$ cat config.mk
export PLATFORM = sky130hd
export DESIGN_NAME = router_fsm_nch
export DESIGN_NICKNAME = d
export VERILOG_FILES = /design/src/rtl/router_fsm_nch.sv
export SDC_FILE = /design/constraint.sdc
export NUM_CORES = 1
export LEC_CHECK = 0
export ABC_CLOCK_PERIOD_IN_PS = 2300
export CAP_MARGIN = 10
export CORE_MARGIN = 4
export CORE_UTILIZATION = 38
export CTS_CLUSTER_SIZE = 28
export DETAILED_ROUTE_END_ITERATION = 12
export GPL_TIMING_DRIVEN = 1
export PLACE_DENSITY = 0.77
export SYNTH_ARGS = -nofsm -noshare
export SYNTH_HDL_FRONTEND = slang
export SYNTH_SLANG_ARGS = --single-unit
$ cat constraint.sdc
create_clock -name clk -period 2.3 [get_ports clk]
set_clock_uncertainty 0.05 [all_clocks]
set_input_delay 0.46 -clock clk [delete_from_list [all_inputs] [get_ports clk]]
set_output_delay 0.46 -clock clk [all_outputs]
set_load 0.01 [all_outputs]
$ cat src/rtl/router_fsm_nch.sv
`default_nettype none
// ============================================================================
// Module   : router_fsm_nch
// Brief    : Control FSM for a 1xN packet router. Decodes the header address,
//            sequences header/payload/parity loading into one of NUM_CH FIFOs,
//            stalls the source with busy, drops packets addressed to a missing
//            channel and drops packets whose wait-till-empty times out.
// Revision : 1.0 - initial release
// ============================================================================
module router_fsm_nch #(
  parameter int NUM_CH       = 3,
  parameter int ADDR_W       = 2,
  parameter int WAIT_TIMEOUT = 32
) (
  input  logic              clk,
  input  logic              resetn,
  input  logic              pkt_valid,
  input  logic [ADDR_W-1:0] data_in,
  input  logic              parity_done,
  input  logic              low_pkt_valid,
  input  logic              fifo_full,
  input  logic [NUM_CH-1:0] fifo_empty,
  input  logic [NUM_CH-1:0] soft_reset,
  output logic              detect_add,
  output logic              lfd_state,
  output logic              ld_state,
  output logic              laf_state,
  output logic              full_state,
  output logic              rst_int_reg,
  output logic              write_enb_reg,
  output logic              busy,
  output logic              drop_state,
  output logic [ADDR_W-1:0] addr_out,
  output logic              bad_addr,
  output logic              wait_timeout
);

  // Counter must hold 0..WAIT_TIMEOUT; keep at least one bit when disabled.
  localparam int c_wcnt_w = (WAIT_TIMEOUT > 0) ? $clog2(WAIT_TIMEOUT + 1) : 1;
  localparam int c_to_last = (WAIT_TIMEOUT > 0) ? (WAIT_TIMEOUT - 1) : 0;
  localparam logic [c_wcnt_w-1:0] c_to_last_w = c_wcnt_w'(c_to_last);
  localparam bit c_to_en = (WAIT_TIMEOUT != 0);
  localparam int c_nslots = 2 ** ADDR_W;
  // One extra bit so NUM_CH == 2**ADDR_W is representable.
  localparam logic [ADDR_W:0] c_num_ch = (ADDR_W + 1)'(NUM_CH);

  typedef enum logic [3:0] {
    S_DA   = 4'd0,
    S_LFD  = 4'd1,
    S_LD   = 4'd2,
    S_FFS  = 4'd3,
    S_LAF  = 4'd4,
    S_LP   = 4'd5,
    S_CPE  = 4'd6,
    S_WTE  = 4'd7,
    S_DROP = 4'd8
  } state_t;

  state_t                state_q, state_d;
  logic [ADDR_W-1:0]     addr_q, addr_d;
  logic [c_wcnt_w-1:0]   wcnt_q, wcnt_d;

  logic [c_nslots-1:0]   empty_ext;
  logic [c_nslots-1:0]   sr_ext;
  logic                  addr_valid;
  logic                  sr_hit;
  logic                  wait_hit;

  // Widen per-channel flags to the full address space so that any address,
  // including non-existent channels, indexes safely and reads as 0.
  always_comb begin
    empty_ext               = '0;
    sr_ext                  = '0;
    empty_ext[NUM_CH-1:0]   = fifo_empty;
    sr_ext[NUM_CH-1:0]      = soft_reset;
  end

  assign addr_valid = ({1'b0, data_in} < c_num_ch);
  assign sr_hit     = sr_ext[addr_q];
  assign wait_hit   = c_to_en && (wcnt_q == c_to_last_w);
  assign addr_out   = addr_q;

  // State, address latch and wait counter; reset first, then soft reset of
  // the channel currently being served.
  always_ff @(posedge clk) begin
    if (!resetn) begin
      state_q <= S_DA;
      addr_q  <= '0;
      wcnt_q  <= '0;
    end else if (sr_hit) begin
      state_q <= S_DA;
      addr_q  <= addr_d;
      wcnt_q  <= '0;
    end else begin
      state_q <= state_d;
      addr_q  <= addr_d;
      wcnt_q  <= wcnt_d;
    end
  end

  // Next-state decode plus the two event pulses.
  always_comb begin
    state_d      = state_q;
    addr_d       = addr_q;
    wcnt_d       = '0;
    bad_addr     = 1'b0;
    wait_timeout = 1'b0;
    case (state_q)
      S_DA: begin
        addr_d = data_in;
        if (pkt_valid) begin
          if (!addr_valid) begin
            state_d  = S_DROP;
            bad_addr = 1'b1;
          end else if (empty_ext[data_in]) begin
            state_d = S_LFD;
          end else begin
            state_d = S_WTE;
          end
        end
      end
      S_LFD: state_d = S_LD;
      S_LD: begin
        if (fifo_full)       state_d = S_FFS;
        else if (!pkt_valid) state_d = S_LP;
      end
      S_FFS: begin
        if (!fifo_full) state_d = S_LAF;
      end
      S_LAF: begin
        if (parity_done)         state_d = S_DA;
        else if (!low_pkt_valid) state_d = S_LD;
        else                     state_d = S_LP;
      end
      S_LP:  state_d = S_CPE;
      S_CPE: state_d = fifo_full ? S_FFS : S_DA;
      S_WTE: begin
        wcnt_d = wcnt_q + 1'b1;
        if (empty_ext[addr_q]) begin
          state_d = S_LFD;
        end else if (wait_hit) begin
          state_d      = S_DROP;
          wait_timeout = 1'b1;
        end
      end
      S_DROP: begin
        if (!pkt_valid) state_d = S_DA;
      end
      default: state_d = S_DA;
    endcase
  end

  // Moore outputs decoded from the current state.
  always_comb begin
    detect_add    = (state_q == S_DA);
    lfd_state     = (state_q == S_LFD);
    ld_state      = (state_q == S_LD);
    laf_state     = (state_q == S_LAF);
    full_state    = (state_q == S_FFS);
    rst_int_reg   = (state_q == S_CPE);
    drop_state    = (state_q == S_DROP);
    write_enb_reg = (state_q == S_LD) || (state_q == S_LAF) || (state_q == S_LP);
    busy          = (state_q == S_LFD) || (state_q == S_FFS) || (state_q == S_LAF) ||
                    (state_q == S_LP)  || (state_q == S_CPE) || (state_q == S_WTE);
  end

endmodule
`default_nettype wire
==> results.py <==
metrics = {
    "global_route": {
        "grt_use_total": 0.141,
        "grt_pass1_wl_mm": 3.84,
        "antenna_found_initial": 0,
        "grt_max_degree": 16,
        "overflow": 0,
        "grt_pass1_vias": 916,
    },
    "sta": {
        "slew_violations": 0,
        "setup_viol": 0,
        "fin_setup_tns_ps": 0,
        "grt_setup_unrepaired": "no",
        "fin_ws_ps": 77.1,
        "min_period_ps": 2220,
        "min_period_over_period": 0.966,
        "hold_violations": 0,
        "tightest_slew_ps": 356,
        "relSlewSlack": 0.762,
        "whs_ps": 400,
        "clock.fmax_ghz": 0.450,
    },
    "die": {
        "coreArea_um2": 2250,
        "die_h_um": 57.2,
        "initial_core_util": 0.408,
        "io_pins": 27,
        "row_count": 17,
        "fp.dieW_um": 57.2,
        "dieArea_um2": 3270,
    },
    "power_and_ir_drop": {
        "p_per_area_nw_per_um2": 826,
        "vdd_drop_max_uv": 581,
        "power_mw": 1.09,
        "leakagePower_nw": 0.517,
    },
    "worst_setup_path": {
        "ff2ff_path_depth": 6,
        "r2r_setup_slack_ps": 530,
        "worstSetupPathType": "flop to primary output",
        "max_stage_delay_ps": 490,
        "crit_family": "buffers and inverters",
        "critPathLaunchType": "flop",
        "cp-end-kind": "primary output",
        "rr_endpoint": "state_q[1]",
        "path_buf_inv": 2,
        "crit_path_start": "state_q[0]",
        "cp.arrival_ps": 1710,
        "r2r_start": "state_q[0]",
        "crit_slowest_cell": "dfxtp_2",
        "crit_fanout": 13,
        "worstPathRequired_ps": 1790,
        "critical_path.cell_chain": "buf_4 > and4bb_2 > clkdlybuf4s50_1",
    },
    "cells_and_area": {
        "nNetsFinal": 158,
        "diodes": 0,
        "drive_gt1_frac": 0.225,
        "fillers": 211,
        "area_delta_synth_final_pct": 43.4,
        "design_area_um2": 1320,
        "final_cells": 170,
        "fin_util": 0.585,
    },
    "synth": {
        "synth_cell_types": 46,
        "syn_avg_cell_area_um2": 8.59,
        "synth_edf_count": 0,
        "synth_top_area_frac": 0.261,
        "syn-cell-area_um2": 920,
        "postSynthCellCount": 107,
        "yosys.area.top_type": "dfxtp_1",
        "ys_seq_area_frac": 0.261,
        "ys_async_sr_fraction": 0,
        "synth_most_common_cell": "nor2_1",
        "synth-seq-cells": 12,
        "ys_top_cells_by_area": "dfxtp_1, mux2i_1, nor2_1",
        "syn_nets": 122,
        "yosys_warnings": 0,
        "synth.cells.most_frequent": "nor2_1, dfxtp_1, mux2i_1, nor3_1",
        "ys.flop_type": "dfxtp_1",
    },
    "clocking": {
        "clock-root-buffer": "clkbuf_4",
        "htreeDepth": 1,
        "path_clk_slew_ps": 70,
        "cts_buffers": 3,
        "clk_path_buf_depth": 2,
        "cts_tree": "built",
        "post_cts_buffers": 0,
        "cts.sinks": 12,
        "cts_hold_buffers": 0,
        "clock_latency_ps": 260,
    },
    "routing": {
        "routedWlPerCell_um": 13.3,
        "dr_total_vias": 930,
        "drtIter0Drc": 22,
        "wl_mm": 2.25,
        "drc_errors": 0,
        "ant_nets": 0,
        "drt_pass1_iterations": 4,
        "viasPerCell": 5.47,
    },
    "worst_hold_path": {
        "whs_path_depth": 1,
        "min_to": "wcnt_q[0]",
        "hp-class": "flop to flop",
        "min-delay-start": "wcnt_q[0]",
    },
    "run_status": {
        "status": "complete, no violations",
    },
    "placement": {
        "dp_hpwl_mm": 1.75,
        "place_inst": 166,
        "numPortBuffers": 26,
        "placed_area_um2": 1250,
        "gp_congestion": 0.768,
        "preCtsSetupSlack_ps": -117,
    },
    "flow_run": {
        "drv_cap": 0,
    },
}
[flip-flops by register name (all words and copies together) (netlist names)]
| name | flops |
|---|---|
| wcnt_q | 6 |
| state_q | 4 |
| addr_out | 2 |
[worst max-delay path by stage]
stage | endpoint | slack (ps) | depth (start not counted)
4_1_cts | lfd_state | 20 | 3
3_3_place_gp | wait_timeout | -130 | 5
2_1_floorplan | bad_addr | 520 | 4
6_report | rst_int_reg | 80 | 3
5_1_grt | rst_int_reg | 4 | 3
3_5_place_dp | wait_timeout | -120 | 5
[power breakdown]
part	switching (mW)	internal [mW]	leakage, nW	total [mW]
registers	0.0843	0.243	0.100	0.327
clock network	0.0603	0.0960	0.0210	0.156
logic	0.258	0.347	0.396	0.605
[metal layers]
layer,share of wire,vias to the layer above,wire [um],track usage
li1,-,468,-,-
met1,0.45,441,1020,0.170
met2,0.50,19,1130,0.256
met3,0.044,2,100,0.0271
met4,0.0040,0,9,0.0298
met5,0,-,0,0
[timing repair]
action	CTS	global route
gates resized for setup	8	5
setup endpoints to repair	9	4
cloned	0	0
[area by class of cell]
type	instances	area, um2	area share
clock buffers	4	36.3	0.0275
inverters	4	15.0	0.0114
multi-input cells	83	622	0.472
flip-flops and latches	12	253	0.192
well taps	28	35.0	0.0266
repair buffers	39	358	0.271
[cell usage in the layout (no fill, tap or decap), drive strengths merged, types with 3 or more instances in the layout]
master / count
nor2: 13
inv: 4
a21oi: 4
mux2i: 5
nand2: 4
nor3b: 3
nor3: 5
clkdlybuf4s50: 23
o211ai: 4
buf: 13
nor2b: 4
dfxtp: 12
nor4: 3
clkbuf: 4
o21ai: 3
a211oi: 3
[cells by family (layout without fill, tap and decap cells)]
family	count (synthesis)	after routing	synth area share
and+or+nand+nor	49	49	0.340
AOI/OAI and AO/OA	24	24	0.211
DFF	12	12	0.261
buffers and inverters	12	47	0.0816
muxes	5	5	0.0544
xor gates and xnor gates	4	4	0.0381
adders and majority gates	1	1	0.0136
(Power assumes the default switching activity.)
